## src/rtl/alu_op_sequencer.sv

```systemverilog
// rtl/alu_op_sequencer.sv - one-command-at-a-time ALU sequencer (INIT/IDLE/LOAD/EXEC/WRITE/RESP)
// Optional divide-by-zero short-circuit: define ALU_OP_SEQUENCER_DIV0_CHECK_EN.
module alu_op_sequencer #(
    parameter int DATA_W     = 32,
    parameter int MUL_CYCLES = 2,
    parameter int DIV_CYCLES = 8
) (
    input  logic              clk,
    input  logic              rst_n,
    input  logic              cmd_valid,
    output logic              cmd_ready,
    input  logic [3:0]        cmd_op,
    input  logic [DATA_W-1:0] cmd_a,
    input  logic [DATA_W-1:0] cmd_b,
    output logic [DATA_W-1:0] alu_a,
    output logic [DATA_W-1:0] alu_b,
    output logic              ld_a,
    output logic              ld_b,
    output logic              clr_a,
    output logic              clr_b,
    output logic              clr_result,
    output logic              ld_result,
    output logic              flag_wr,
    output logic [12:0]       op_sel,
    output logic              rsp_valid,
    input  logic              rsp_ready,
    output logic              rsp_err,
    output logic              busy
);

`ifdef ALU_OP_SEQUENCER_DIV0_CHECK_EN
    localparam bit DIV0_CHECK = 1'b1;
`else
    localparam bit DIV0_CHECK = 1'b0;
`endif

    localparam logic [3:0] OP_CMP = 4'd2;
    localparam logic [3:0] OP_MUL = 4'd3;
    localparam logic [3:0] OP_DIV = 4'd4;
    localparam logic [3:0] OP_MOD = 4'd5;
    localparam logic [3:0] OP_MAX = 4'd12;

    localparam int MAX_LAT = (DIV_CYCLES > MUL_CYCLES) ? DIV_CYCLES : MUL_CYCLES;
    localparam int CNT_W   = (MAX_LAT > 1) ? $clog2(MAX_LAT) : 1;

    typedef enum logic [2:0] {
        S_INIT,
        S_IDLE,
        S_LOAD,
        S_EXEC,
        S_WRITE,
        S_RESP
    } state_t;

    state_t             state_q, state_d;
    logic [3:0]         op_q, op_d;
    logic [CNT_W-1:0]   cnt_q, cnt_d;
    logic               div0_q, div0_d;
    logic [DATA_W-1:0]  alu_a_q, alu_a_d;
    logic [DATA_W-1:0]  alu_b_q, alu_b_d;
    logic               cmd_ready_q, cmd_ready_d;
    logic               ld_a_q, ld_a_d;
    logic               ld_b_q, ld_b_d;
    logic               clr_a_q, clr_a_d;
    logic               clr_b_q, clr_b_d;
    logic               clr_result_q, clr_result_d;
    logic               ld_result_q, ld_result_d;
    logic               flag_wr_q, flag_wr_d;
    logic [12:0]        op_sel_q, op_sel_d;
    logic               rsp_valid_q, rsp_valid_d;
    logic               rsp_err_q, rsp_err_d;
    logic               busy_q, busy_d;
    logic [12:0]        sel_onehot;

    function automatic logic [CNT_W-1:0] lat_m1(input logic [3:0] op);
        logic [CNT_W-1:0] r;
        r = '0;
        if (op == OP_MUL)
            r = CNT_W'(MUL_CYCLES - 1);
        else if (op == OP_DIV || op == OP_MOD)
            r = CNT_W'(DIV_CYCLES - 1);
        return r;
    endfunction

    always_comb begin
        sel_onehot = 13'd1 << op_q;
    end

    // Outputs are computed alongside the next state so each flop reflects the state it lands in.
    always_comb begin
        state_d      = state_q;
        op_d         = op_q;
        cnt_d        = cnt_q;
        div0_d       = div0_q;
        alu_a_d      = alu_a_q;
        alu_b_d      = alu_b_q;
        rsp_err_d    = rsp_err_q;
        cmd_ready_d  = 1'b0;
        ld_a_d       = 1'b0;
        ld_b_d       = 1'b0;
        clr_a_d      = 1'b0;
        clr_b_d      = 1'b0;
        clr_result_d = 1'b0;
        ld_result_d  = 1'b0;
        flag_wr_d    = 1'b0;
        op_sel_d     = '0;
        rsp_valid_d  = 1'b0;

        case (state_q)
            S_INIT: begin
                // clr_a_q doubles as "clear pulse already issued" so INIT shows one visible clear cycle.
                if (clr_a_q) begin
                    state_d     = S_IDLE;
                    cmd_ready_d = 1'b1;
                end else begin
                    clr_a_d      = 1'b1;
                    clr_b_d      = 1'b1;
                    clr_result_d = 1'b1;
                end
            end
            S_IDLE: begin
                cmd_ready_d = 1'b1;
                if (cmd_valid && cmd_ready_q) begin
                    cmd_ready_d = 1'b0;
                    op_d        = cmd_op;
                    alu_a_d     = cmd_a;
                    alu_b_d     = cmd_b;
                    div0_d      = DIV0_CHECK && (cmd_op == OP_DIV || cmd_op == OP_MOD)
                                  && (cmd_b == '0);
                    if (cmd_op <= OP_MAX) begin
                        state_d   = S_LOAD;
                        ld_a_d    = 1'b1;
                        ld_b_d    = 1'b1;
                        rsp_err_d = 1'b0;
                    end else begin
                        state_d     = S_RESP;
                        rsp_valid_d = 1'b1;
                        rsp_err_d   = 1'b1;
                    end
                end
            end
            S_LOAD: begin
                op_sel_d = sel_onehot;
                if (div0_q) begin
                    state_d      = S_WRITE;
                    clr_result_d = 1'b1;
                    rsp_err_d    = 1'b1;
                end else begin
                    state_d = S_EXEC;
                    cnt_d   = lat_m1(op_q);
                end
            end
            S_EXEC: begin
                op_sel_d = sel_onehot;
                if (cnt_q == '0) begin
                    state_d = S_WRITE;
                    if (op_q == OP_CMP)
                        flag_wr_d = 1'b1;
                    else
                        ld_result_d = 1'b1;
                end else begin
                    cnt_d = cnt_q - CNT_W'(1);
                end
            end
            S_WRITE: begin
                state_d     = S_RESP;
                rsp_valid_d = 1'b1;
            end
            S_RESP: begin
                if (rsp_ready) begin
                    state_d     = S_IDLE;
                    cmd_ready_d = 1'b1;
                    rsp_err_d   = 1'b0;
                end else begin
                    rsp_valid_d = 1'b1;
                end
            end
            default: begin
                state_d = S_INIT;
            end
        endcase

        busy_d = (state_d != S_IDLE) && (state_d != S_INIT);
    end

    always_ff @(posedge clk or negedge rst_n) begin
        if (!rst_n) begin
            state_q      <= S_INIT;
            op_q         <= '0;
            cnt_q        <= '0;
            div0_q       <= 1'b0;
            alu_a_q      <= '0;
            alu_b_q      <= '0;
            cmd_ready_q  <= 1'b0;
            ld_a_q       <= 1'b0;
            ld_b_q       <= 1'b0;
            clr_a_q      <= 1'b0;
            clr_b_q      <= 1'b0;
            clr_result_q <= 1'b0;
            ld_result_q  <= 1'b0;
            flag_wr_q    <= 1'b0;
            op_sel_q     <= '0;
            rsp_valid_q  <= 1'b0;
            rsp_err_q    <= 1'b0;
            busy_q       <= 1'b0;
        end else begin
            state_q      <= state_d;
            op_q         <= op_d;
            cnt_q        <= cnt_d;
            div0_q       <= div0_d;
            alu_a_q      <= alu_a_d;
            alu_b_q      <= alu_b_d;
            cmd_ready_q  <= cmd_ready_d;
            ld_a_q       <= ld_a_d;
            ld_b_q       <= ld_b_d;
            clr_a_q      <= clr_a_d;
            clr_b_q      <= clr_b_d;
            clr_result_q <= clr_result_d;
            ld_result_q  <= ld_result_d;
            flag_wr_q    <= flag_wr_d;
            op_sel_q     <= op_sel_d;
            rsp_valid_q  <= rsp_valid_d;
            rsp_err_q    <= rsp_err_d;
            busy_q       <= busy_d;
        end
    end

    assign cmd_ready  = cmd_ready_q;
    assign alu_a      = alu_a_q;
    assign alu_b      = alu_b_q;
    assign ld_a       = ld_a_q;
    assign ld_b       = ld_b_q;
    assign clr_a      = clr_a_q;
    assign clr_b      = clr_b_q;
    assign clr_result = clr_result_q;
    assign ld_result  = ld_result_q;
    assign flag_wr    = flag_wr_q;
    assign op_sel     = op_sel_q;
    assign rsp_valid  = rsp_valid_q;
    assign rsp_err    = rsp_err_q;
    assign busy       = busy_q;

endmodule
```

## config.mk

```make
export PLATFORM = sky130hd
export DESIGN_NAME = alu_op_sequencer
export DESIGN_NICKNAME = d
export VERILOG_FILES = /design/src/rtl/alu_op_sequencer.sv
export SDC_FILE = /design/constraint.sdc
export NUM_CORES = 1
export LEC_CHECK = 0
export ABC_AREA = 1
export BUFFER_PORTS_ARGS = -buffer_cell sky130_fd_sc_hd__buf_2
export CAP_MARGIN = 20
export CORE_ASPECT_RATIO = 1.4
export CORE_MARGIN = 2
export CORE_UTILIZATION = 51
export DETAILED_ROUTE_END_ITERATION = 12
export PLACE_DENSITY = 0.86
export SLEW_MARGIN = 10
export SYNTH_ARGS = -nofsm -noshare
export SYNTH_HDL_FRONTEND = slang
export SYNTH_SLANG_ARGS = --single-unit
```

## constraint.sdc

```tcl
create_clock -name clk -period 3.5 [get_ports clk]
set_input_delay 0.525 -clock clk [delete_from_list [all_inputs] [get_ports clk]]
set_output_delay 0.525 -clock clk [all_outputs]
set_load 0.01 [all_outputs]
```

### Yosys cells after proc, flatten, opt, wreduce, memory -nomap -nowiden

Index checks and enable logic that the tools add are counted.

* register bits: 95
* output and inout port bits: 88
* input port bits: 72

* add/subtract/negate cells: 1
* shifts and indexed selects: 1
* order comparisons: 1
* equality and inequality tests: 13
* reduce and logical (&&, ||, !) cells: 12
* bitwise gates (word level): 1
* mux-type cells: 33

Operators by type and width (count)
* $mux W3: 8
* $mux W1: 19
* $pmux W3 S6: 1
* $mux W13: 1
* $shl A1 B4 Y13 const A: 1
* $eq A4 B2 Y1 const B: 2
* $eq A4 B3 Y1 const B: 2
* $eq A3 B2 Y1 const B: 2
* $eq A3 B3 Y1 const B: 2
* $logic_not A3 Y1: 2
* $ne A2 B2 Y1 const B: 3
* $pmux W1 S3: 2
* $pmux W3 S2: 1
* $reduce_bool A3 Y1: 2
* $le A4 B4 Y1 const B: 1
* $reduce_and A2 Y1: 2
* $reduce_and A4 Y1: 1
* $eq A3 B1 Y1 const B: 1
* $ne A3 B1 Y1 const B: 1
* $sub A3 B1 Y3 const B: 1
* $logic_and A1 B1 Y1: 2
* $pmux W1 S2: 1
* $reduce_bool A2 Y1: 1
* $reduce_or A2 Y1: 1
* 2 further kinds: 2

### Logic depth before layout (Yosys ltp)

Gate-level depths: netlist (run 1).

* depth after elaboration: 6
* gate-level depth with buffers: 8

### Least setup slack after synthesis (run 1)

OpenSTA, ideal clock, no wires.

* kind: input-to-reg
* start: input port cmd_valid
* end: register alu_a_q[10], in the netlist alu_a[10]
* arrival: 1.155 ns
* slack: 2.229 ns
* buffers on the path: 2
* setup time: 0.116 ns
* required time: 3.384 ns
* stages: 7
* cell sequence: nand2_1 -> inv_1 -> nand3_4 -> buf_6 -> buf_4 -> nand2_1 -> nand2_1

* word-level cells in the longest chain between the ends: 2

RTL lines
* from (decl): line 10 `input logic cmd_valid,`
* $logic_and A1 B1 Y1: line 123 `if (cmd_valid && cmd_ready_q) begin`
* $reduce_and A2 Y1 (no source line)
* to (signal assigned): line 211 `alu_a_q <= alu_a_d;`
* to (decl): line 59 `logic [DATA_W-1:0] alu_a_q, alu_a_d;`

No other way between the ends.
A chain may end at the register's enable or synchronous reset.

### Worst setup path after layout (run 1)

* start: register state_q[0]
* end: register alu_b_q[13], in the netlist alu_b[13]

* word-level cells in the longest chain between the ends: 2

RTL lines
* from (decl): line 55 `state_t state_q, state_d;`
* from (signal assigned): line 207 `state_q <= state_d;`
* $eq A3 B1 Y1: line 109 `case (state_q)`
* $reduce_and A2 Y1 (no source line)
* to (signal assigned): line 212 `alu_b_q <= alu_b_d;`
* to (decl): line 60 `logic [DATA_W-1:0] alu_b_q, alu_b_d;`

No other way between the ends.

==> flow_summary.html, run 1 <==
<table>
<tr><th>Metric</th><th>Value</th></tr>
<tr><th colspan="2">Logic synthesis</th></tr>
<tr><td>Sequential element share of the synthesized area</td><td>63.93%</td></tr>
<tr><td>Post-Syn Instances</td><td>about 400</td></tr>
<tr><td>Netlist cell types</td><td>21</td></tr>
<tr><td>Synth warn</td><td>0</td></tr>
<tr><td>Post-Synthesis Cell Area</td><td>3719 um2</td></tr>
<tr><td>#FFs+latches synth</td><td>95</td></tr>
<tr><td>Syn avg cell area</td><td>9.026 um2</td></tr>
<tr><td>Synthesized net count</td><td>486</td></tr>
<tr><th colspan="2">Routing</th></tr>
<tr><td>Residual DRC count</td><td>0</td></tr>
<tr><td>Via density per instance</td><td>4.705</td></tr>
<tr><td>Routed wire length</td><td>~8.6 mm</td></tr>
<tr><td>First DRT Iteration DRCs</td><td>roughly 190</td></tr>
<tr><td>Drt pass-1 iters</td><td>4</td></tr>
<tr><td>Count of vias placed by the detailed router</td><td>3138</td></tr>
<tr><td>Detail-routed net length per standard cell</td><td>12.85 um</td></tr>
<tr><td>DRT antenna net count</td><td>0</td></tr>
<tr><th colspan="2">Critical path</th></tr>
<tr><td>Type of destination of the critical path</td><td>register</td></tr>
<tr><td>Endpoint required time on the critical path</td><td>3.79 ns</td></tr>
<tr><td>Category of the critical setup timing path</td><td>register to register</td></tr>
<tr><td>Chain of cells forming the critical path</td><td>inv_2 -&gt; nor2_8 -&gt; nand3_4 -&gt; inv_2 -&gt; buf_12 -&gt; nand2_1 -&gt; nand2_1</td></tr>
<tr><td>Crit Path Max Fanout</td><td>38</td></tr>
<tr><td>Family of cells with the greatest summed delay on the critical path</td><td>buffers and inverters</td></tr>
<tr><td>WP buf/inv</td><td>3</td></tr>
<tr><td>Worst setup SP type</td><td>register</td></tr>
<tr><td>Slowest library cell on the worst path</td><td>sky130_fd_sc_hd__dfrtp_1</td></tr>
<tr><td>Slowest cell delay on critical path</td><td>0.44 ns</td></tr>
<tr><td>WP data arrival</td><td>2.00 ns</td></tr>
<tr><th colspan="2">Clock network</th></tr>
<tr><td>Clock tree from TritonCTS</td><td>done</td></tr>
<tr><td>Clock transition at path regs</td><td>0.09 ns</td></tr>
<tr><td>Cell chosen for the clock root</td><td>sky130_fd_sc_hd__clkbuf_8</td></tr>
<tr><td>Clk buf depth</td><td>2</td></tr>
<tr><td>Number of clock buffers inserted by TritonCTS</td><td>9</td></tr>
<tr><td>Post-CTS setup repair buffer count</td><td>0</td></tr>
<tr><td>Post-cts resize count</td><td>0</td></tr>
<tr><td>Clock latency at the later pin of the worst-skew pair</td><td>0.36 ns</td></tr>
<tr><td>Clock Sinks</td><td>95</td></tr>
<tr><td>H-tree levels</td><td>3</td></tr>
<tr><td>Hold_buf cts</td><td>0</td></tr>
<tr><th colspan="2">Floorplan</th></tr>
<tr><td>Number of ports placed on the die boundary</td><td>160</td></tr>
<tr><td>Die Y</td><td>~110 um</td></tr>
<tr><td>Starting density of the core</td><td>52.92%</td></tr>
<tr><td>Placeable core region</td><td>between 7000 and 8000 um2</td></tr>
<tr><td>Die ar.</td><td>8000 um2</td></tr>
<tr><td>Die W</td><td>about 76 um</td></tr>
<tr><td>Site row count</td><td>36</td></tr>
<tr><th colspan="2">STA</th></tr>
<tr><td>Time the final worst path needs with I/O delays and setup</td><td>1.706 ns</td></tr>
<tr><td>Actual slew at the worst max-slew pin</td><td>0.8275 ns</td></tr>
<tr><td>Final hold slack</td><td>between 0.2 and 0.25 ns</td></tr>
<tr><td>Slew Viols, Final</td><td>0</td></tr>
<tr><td>Achievable clock frequency</td><td>586.0 MHz</td></tr>
<tr><td>Worst-case setup margin in the final layout</td><td>1.794 ns</td></tr>
<tr><td>Final worst clock skew</td><td>0.01204 ns</td></tr>
<tr><td>Setup repair after global routing missed its margin</td><td>no</td></tr>
<tr><td>Final critical-path share of the clock period</td><td>a little under 50%</td></tr>
<tr><td>Max_slew headroom</td><td>44.83%</td></tr>
<tr><td>Hold Fails Final Rpt</td><td>0</td></tr>
<tr><td>Final setup viols</td><td>0</td></tr>
<tr><td>Setup TNS</td><td>0 ns</td></tr>
<tr><th colspan="2">Power and ir drop</th></tr>
<tr><td>Combinational fraction of design power</td><td>a little under two fifths</td></tr>
<tr><td>Share of total power in sequential cells</td><td>roughly 44%</td></tr>
<tr><td>Sw frac</td><td>between 30% and 40%</td></tr>
<tr><td>PnR Total Power</td><td>4.055 mW</td></tr>
<tr><td>Cell-internal power</td><td>2.504 mW</td></tr>
<tr><td>Switching Power</td><td>1.552 mW</td></tr>
<tr><td>Total power divided by cell area</td><td>between 800 and 900 nW/um2</td></tr>
<tr><td>Maximum resistive drop on vdd</td><td>between 0.0005 and 0.0006 V</td></tr>
<tr><td>Share of power burned in the clock network</td><td>18.0%</td></tr>
<tr><td>Leakage</td><td>2.863 nW</td></tr>
<tr><th colspan="2">Placed design</th></tr>
<tr><td>Estimated wirelength of the detail-placed design</td><td>between 6 and 7 mm</td></tr>
<tr><td>Last weighted congestion value of the routability-driven placer</td><td>0.8201</td></tr>
<tr><td>Placement-stage worst setup slack</td><td>1.612 ns</td></tr>
<tr><td>Quantity of I/O buffers inserted on ports</td><td>159</td></tr>
<tr><th colspan="2">Global routing</th></tr>
<tr><td>Overflow left after global routing</td><td>0</td></tr>
<tr><td>First-pass GRT wire length</td><td>14.05 mm</td></tr>
<tr><td>Largest net degree at the start of global routing</td><td>96</td></tr>
<tr><td>Total GRT Usage</td><td>22.37%</td></tr>
<tr><td>Vias in the first global route</td><td>3081</td></tr>
<tr><td>Number of antenna violations at the first check in global routing</td><td>0</td></tr>
<tr><th colspan="2">Status</th></tr>
<tr><td>Result of the run</td><td>complete, no violations</td></tr>
<tr><th colspan="2">Worst hold path</th></tr>
<tr><td>Hold WC Path Type</td><td>input pin to async pin</td></tr>
<tr><th colspan="2">Finish</th></tr>
<tr><td>Number of antenna diodes</td><td>0</td></tr>
<tr><td>Fraction of final layout cells sized beyond drive strength 1</td><td>32.17%</td></tr>
<tr><td>Fillcell total</td><td>583</td></tr>
<tr><td>Commonest cells after routing, fill and taps aside</td><td>sky130_fd_sc_hd__nand2_1, sky130_fd_sc_hd__buf_2, sky130_fd_sc_hd__dfrtp_1, sky130_fd_sc_hd__nor2_1, sky130_fd_sc_hd__inv_1</td></tr>
<tr><td>Area Overhead vs Synth</td><td>28.13%</td></tr>
<tr><td>Layout net count</td><td>approximately 640</td></tr>
<tr><td>Most common cell after layout, fill and taps aside</td><td>sky130_fd_sc_hd__nand2_1</td></tr>
<tr><th colspan="2">Run</th></tr>
<tr><td>Max-Cap Viols</td><td>0</td></tr>
</table>
[layout make-up]
class	instances	area (um2)	area share, %
repair buffers	161	829.5	17.41
well taps	95	118.9	2.495
flip-flops and latches	95	2377	49.89
clock buffers	13	168.9	3.545
multi-input cells	281	1159	24.32
clock inverters	3	40.04	0.8403
inverters	19	71.32	1.497
[synth_stat cells (all sizes together)]
| master | instances | area, um2 |
|---|---|---|
| nand2 | 225 | 844.6 |
| nand4 | 3 | 18.77 |
| xnor2 | 1 | 8.760 |
| buf | 17 | 111.4 |
| nor3 | 2 | 10.01 |
| nor2 | 26 | 123.9 |
| nand3 | 13 | 77.58 |
| and2 | 1 | 6.260 |
| ha | 2 | 25.02 |
| nor4 | 3 | 18.77 |
| o21ai | 5 | 25.02 |
| inv | 19 | 71.31 |
| dfrtp | 95 | 2377 |
[worst paths after layout]
path                              to  startpoint  slack, ns  cells after the start
setup / recovery           alu_b[13]  state_q[0]       1.79                      7
hold / removal             rsp_valid       rst_n       0.22                      1
setup reg to reg           alu_b[13]  state_q[0]       1.79                      7
hold reg to reg            alu_a[19]   alu_a[19]       0.48                      2
max in group asynchronous  alu_b[28]       rst_n       2.70                      1
min in group clk           alu_b[20]   cmd_b[20]       0.35                      3
[state kept, by name, indices dropped and copies added, names as in the netlist]
register / cells
flag_wr: 1
busy: 1
cmd_ready: 1
op_sel: 13
ld_b: 1
cnt_q: 3
rsp_valid: 1
rsp_err: 1
ld_result: 1
alu_a: 32
alu_b: 32
clr_result: 1
op_q: 4
state_q: 3
[layer usage]
| metal | vias up | track usage, % | part of all wire (%) |
|---|---|---|---|
| li1 | 1560 | - | - |
| met4 | 0 | 12.99 | 3.6 |
| met3 | 22 | 4.491 | 5.4 |
| met5 | - | 0 | 0 |
| met2 | 130 | 39.22 | 52 |
| met1 | 1426 | 25.23 | 39 |
[power groups by stage]
stage / Combinational, mW / Sequential, mW / Clock (mW)
6_report: 1.54 / 1.78 / 0.732
5_1_grt: 1.74 / 1.84 / 0.795
4_1_cts: 1.56 / 1.78 / 0.751
3_5_place_dp: 1.56 / 1.79 / 0
3_3_place_gp: 1.49 / 1.78 / 0
2_1_floorplan: 0.780 / 1.95 / 0
[metrics by stage]
stage / util, % / std cells / instance area [um2]
floorplan: - / 412 / 3719
global placement: 64.78 / 651 / 4552
detailed placement: 64.78 / 651 / 4552
CTS: 67.75 / 667 / 4761
global route: 67.81 / 667 / 4765
finish: 67.81 / 667 / 4765
[kinds of logic (layout without fill, tap and decap cells)]
| family | Yosys count | after routing | synth area share, % |
|---|---|---|---|
| buffers and inverters | 36 | 196 | 4.912 |
| DFF | 95 | 95 | 63.93 |
| and+or+nand+nor | 273 | 273 | 29.58 |
| adders and majority gates | 2 | 2 | 0.6728 |
| xor gates and xnor gates | 1 | 1 | 0.2356 |
| AOI/OAI and AO/OA | 5 | 5 | 0.6728 |
[worst reg2reg max path: stages, from the launching register on]
cell and delay, ns:
sky130_fd_sc_hd__dfrtp_1 0.44, sky130_fd_sc_hd__inv_2 0.10, sky130_fd_sc_hd__nor2_8 0.14, sky130_fd_sc_hd__nand3_4 0.09, sky130_fd_sc_hd__inv_2 0.43, sky130_fd_sc_hd__buf_12 0.27, sky130_fd_sc_hd__nand2_1 0.10, sky130_fd_sc_hd__nand2_1 0.07
Note: power is estimated with default switching activity, not from simulation.
==> inputs of run 2 (changes only) <==
--- a/config.mk
+++ b/config.mk
@@ -10,9 +10,9 @@
 export CAP_MARGIN = 20
 export CORE_ASPECT_RATIO = 1.4
 export CORE_MARGIN = 2
-export CORE_UTILIZATION = 51
+export CORE_UTILIZATION = 47
 export DETAILED_ROUTE_END_ITERATION = 12
-export PLACE_DENSITY = 0.86
+export PLACE_DENSITY = 0.8
 export SLEW_MARGIN = 10
 export SYNTH_ARGS = -nofsm -noshare
 export SYNTH_HDL_FRONTEND = slang
==> constraint.sdc (replaced) <==
create_clock -name clk -period 1.6 [get_ports clk]
set_input_delay 0.24 -clock clk [delete_from_list [all_inputs] [get_ports clk]]
set_output_delay 0.24 -clock clk [all_outputs]
set_load 0.01 [all_outputs]
==> run 2 against run 1 <==
Count of clock-buffer cells in the layout fell by 1. Critical path depth fell by 1. Register-to-register slack lost 1.6 ns. Wire length is essentially flat. Power is 120% higher. Sequential power is 120% higher. First-iteration DRC count fell by 45%. Clock skew is 0.0052 ns lower. Core utilization shrank 5.0 points. Via count decreased by 0.22%. Non-clock buffer count increased by 6. Worst setup slack lost 1.6 ns. Critical endpoint is now busy.
==> flow_summary.html, run 2 (synthesis gave the netlist of run 1 again) <==
<table>
<tr><th>Metric</th><th>Value</th></tr>
<tr><th colspan="2">Status</th></tr>
<tr><td>Result of the run</td><td>complete, no violations</td></tr>
<tr><th colspan="2">Clock network</th></tr>
<tr><td>Clk buf depth</td><td>2</td></tr>
<tr><td>Number of clock buffers inserted by TritonCTS</td><td>9</td></tr>
<tr><td>Post-CTS setup repair buffer count</td><td>0</td></tr>
<tr><td>Clock transition at path regs</td><td>0.09 ns</td></tr>
<tr><td>Clock Sinks</td><td>95</td></tr>
<tr><td>H-tree levels</td><td>3</td></tr>
<tr><td>Clock latency at the later pin of the worst-skew pair</td><td>0.36 ns</td></tr>
<tr><td>Clock tree from TritonCTS</td><td>done</td></tr>
<tr><td>Cell chosen for the clock root</td><td>sky130_fd_sc_hd__clkbuf_8</td></tr>
<tr><th colspan="2">Global routing</th></tr>
<tr><td>Highest-utilization routing layer at the global route stage</td><td>met2</td></tr>
<tr><td>Total GRT Usage</td><td>20.21%</td></tr>
<tr><td>Vias in the first global route</td><td>between 3000 and 4000</td></tr>
<tr><td>First-pass GRT wire length</td><td>13.43 mm</td></tr>
<tr><td>Met1 routing resource usage after global routing</td><td>24.65%</td></tr>
<tr><td>Overflow left after global routing</td><td>0</td></tr>
<tr><td>Number of antenna violations at the first check in global routing</td><td>0</td></tr>
<tr><td>Met3 track demand over resource</td><td>4.801%</td></tr>
<tr><td>Grt met2 use</td><td>34.20%</td></tr>
<tr><td>Largest net degree at the start of global routing</td><td>48</td></tr>
<tr><th colspan="2">Placed design</th></tr>
<tr><td>Post-Place Cell Area</td><td>between 4000 and 5000 um2</td></tr>
<tr><td>Quantity of I/O buffers inserted on ports</td><td>about 160</td></tr>
<tr><td>Last weighted congestion value of the routability-driven placer</td><td>0.8613</td></tr>
<tr><td>Estimated wirelength of the detail-placed design</td><td>approximately 6.4 mm</td></tr>
<tr><td>Placement-stage worst setup slack</td><td>0.1741 ns</td></tr>
<tr><td>Number of cells after detailed placement</td><td>~660</td></tr>
<tr><th colspan="2">Critical path</th></tr>
<tr><td>Worst setup SP type</td><td>register</td></tr>
<tr><td>Crit Path Max Fanout</td><td>23</td></tr>
<tr><td>WP data arrival</td><td>1.68 ns</td></tr>
<tr><td>Internal reg-to-reg setup slack</td><td>0.15 ns</td></tr>
<tr><td>Endpoint required time on the critical path</td><td>~1.8 ns</td></tr>
<tr><td>Reg2reg start</td><td>state_q[2]</td></tr>
<tr><td>Category of the critical setup timing path</td><td>register to register</td></tr>
<tr><td>Logic depth of the worst register-to-register path</td><td>6</td></tr>
<tr><td>Type of destination of the critical path</td><td>register</td></tr>
<tr><td>Crit Reg-Reg Endpoint</td><td>busy</td></tr>
<tr><th colspan="2">Worst hold path</th></tr>
<tr><td>Worst hold path cell count</td><td>3</td></tr>
<tr><td>Hold WC Path Type</td><td>input pin to register</td></tr>
<tr><td>Worst Hold Launch</td><td>cmd_a[0]</td></tr>
<tr><td>Hold Path Sink</td><td>alu_a[0]</td></tr>
<tr><th colspan="2">Routing</th></tr>
<tr><td>First DRT Iteration DRCs</td><td>102</td></tr>
<tr><td>Detail-routed net length per standard cell</td><td>12.64 um</td></tr>
<tr><td>Via density per instance</td><td>approximately 4.6</td></tr>
<tr><td>Count of vias placed by the detailed router</td><td>3131</td></tr>
<tr><td>DRT antenna net count</td><td>0</td></tr>
<tr><td>Residual DRC count</td><td>0</td></tr>
<tr><td>Drt pass-1 iters</td><td>5</td></tr>
<tr><td>Routed wire length</td><td>8.568 mm</td></tr>
<tr><th colspan="2">STA</th></tr>
<tr><td>Slew Viols, Final</td><td>0</td></tr>
<tr><td>Setup repair after global routing missed its margin</td><td>no</td></tr>
<tr><td>Final worst clock skew</td><td>~0.0068 ns</td></tr>
<tr><td>Worst-case setup margin in the final layout</td><td>0.1497 ns</td></tr>
<tr><td>Final setup viols</td><td>0</td></tr>
<tr><td>Max_slew headroom</td><td>between 70 and 80%</td></tr>
<tr><td>Final hold slack</td><td>0.06996 ns</td></tr>
<tr><td>Achievable clock frequency</td><td>roughly 690 MHz</td></tr>
<tr><td>Hold Fails Final Rpt</td><td>0</td></tr>
<tr><td>Final critical-path share of the clock period</td><td>between 90% and 100%</td></tr>
<tr><td>Time the final worst path needs with I/O delays and setup</td><td>1.450 ns</td></tr>
<tr><td>Actual slew at the worst max-slew pin</td><td>0.4351 ns</td></tr>
<tr><td>Setup TNS</td><td>0 ns</td></tr>
<tr><th colspan="2">Finish</th></tr>
<tr><td>Most common cell after layout, fill and taps aside</td><td>sky130_fd_sc_hd__nand2_1</td></tr>
<tr><td>Final core utilization</td><td>62.78%</td></tr>
<tr><td>Cell Count, Final, Fillers Out</td><td>678</td></tr>
<tr><td>Post-route design area</td><td>4836 um2</td></tr>
<tr><td>Fraction of final layout cells sized beyond drive strength 1</td><td>between 30% and 40%</td></tr>
<tr><td>Layout net count</td><td>about 650</td></tr>
<tr><td>Commonest cells after routing, fill and taps aside</td><td>sky130_fd_sc_hd__nand2_1, sky130_fd_sc_hd__buf_2, sky130_fd_sc_hd__dfrtp_1, sky130_fd_sc_hd__nor2_1, sky130_fd_sc_hd__inv_1</td></tr>
<tr><td>Number of antenna diodes</td><td>0</td></tr>
<tr><td>Area Overhead vs Synth</td><td>30.05%</td></tr>
<tr><th colspan="2">Run</th></tr>
<tr><td>Max-Cap Viols</td><td>0</td></tr>
<tr><th colspan="2">Power and ir drop</th></tr>
<tr><td>Leakage</td><td>approximately 2.9 nW</td></tr>
<tr><td>Total power divided by cell area</td><td>between 1500 and 2000 nW/um2</td></tr>
<tr><td>Maximum resistive drop on vdd</td><td>0.0009326 V</td></tr>
<tr><td>PnR Total Power</td><td>8.961 mW</td></tr>
<tr><th colspan="2">Floorplan</th></tr>
<tr><td>Placeable core region</td><td>between 7000 and 8000 um2</td></tr>
<tr><td>Number of ports placed on the die boundary</td><td>160</td></tr>
<tr><td>Starting density of the core</td><td>48.28%</td></tr>
<tr><td>Die Y</td><td>109.2 um</td></tr>
<tr><td>Die W</td><td>79.18 um</td></tr>
<tr><td>Die ar.</td><td>~8600 um2</td></tr>
<tr><td>Site row count</td><td>38</td></tr>
</table>
run 2: critical path, cell delays in order, from the launching register on:
cell	delay, ns
sky130_fd_sc_hd__dfrtp_1	0.50
sky130_fd_sc_hd__inv_2	0.13
sky130_fd_sc_hd__nand3_4	0.11
sky130_fd_sc_hd__buf_4	0.26
sky130_fd_sc_hd__nor2_2	0.07
sky130_fd_sc_hd__nor2_1	0.16
sky130_fd_sc_hd__nand3_1	0.09
run 2: how the worst max path moves through the flow:
| stage | from | end | slack (ns) |
|---|---|---|---|
| 2_1_floorplan | state_q[1] | alu_a[10] | 0.40 |
| 3_3_place_gp | state_q[0] | state_q[0] | 0.28 |
| 3_5_place_dp | state_q[2] | alu_b[18] | 0.17 |
| 4_1_cts | state_q[2] | alu_b[18] | 0.17 |
| 5_1_grt | state_q[2] | alu_b[18] | 0.05 |
| 6_report | state_q[2] | busy | 0.15 |
run 2: area by class of cell:
type                            count  area (um2)
Timing Repair Buffer              167       885.9
Fill cell                         666        2867
Inverter                           19       71.32
Sequential cell                    95        2377
Tap cell                          100       125.1
Clock inverter                      4       52.55
Clock buffer                       12       165.2
Multi-Input combinational cell    281        1159
run 2: per-layer routing:
| metal | share of wire (%) | vias up |
|---|---|---|
| met3 | 5.3 | 15 |
| met5 | 0 | - |
| met4 | 2.0 | 0 |
| li1 | - | 1569 |
| met2 | 51 | 111 |
| met1 | 42 | 1436 |
run 2: timing repair:
item                      in CTS  in global routing
resized for setup              0                  0
hold buffers                   1                  0
hold endpoints to repair      26                  0
run 2: report_power, final:
part	internal (mW)	switching (mW)
clock	0.849	0.782
sequential	3.33	0.577
combinational	1.32	2.10
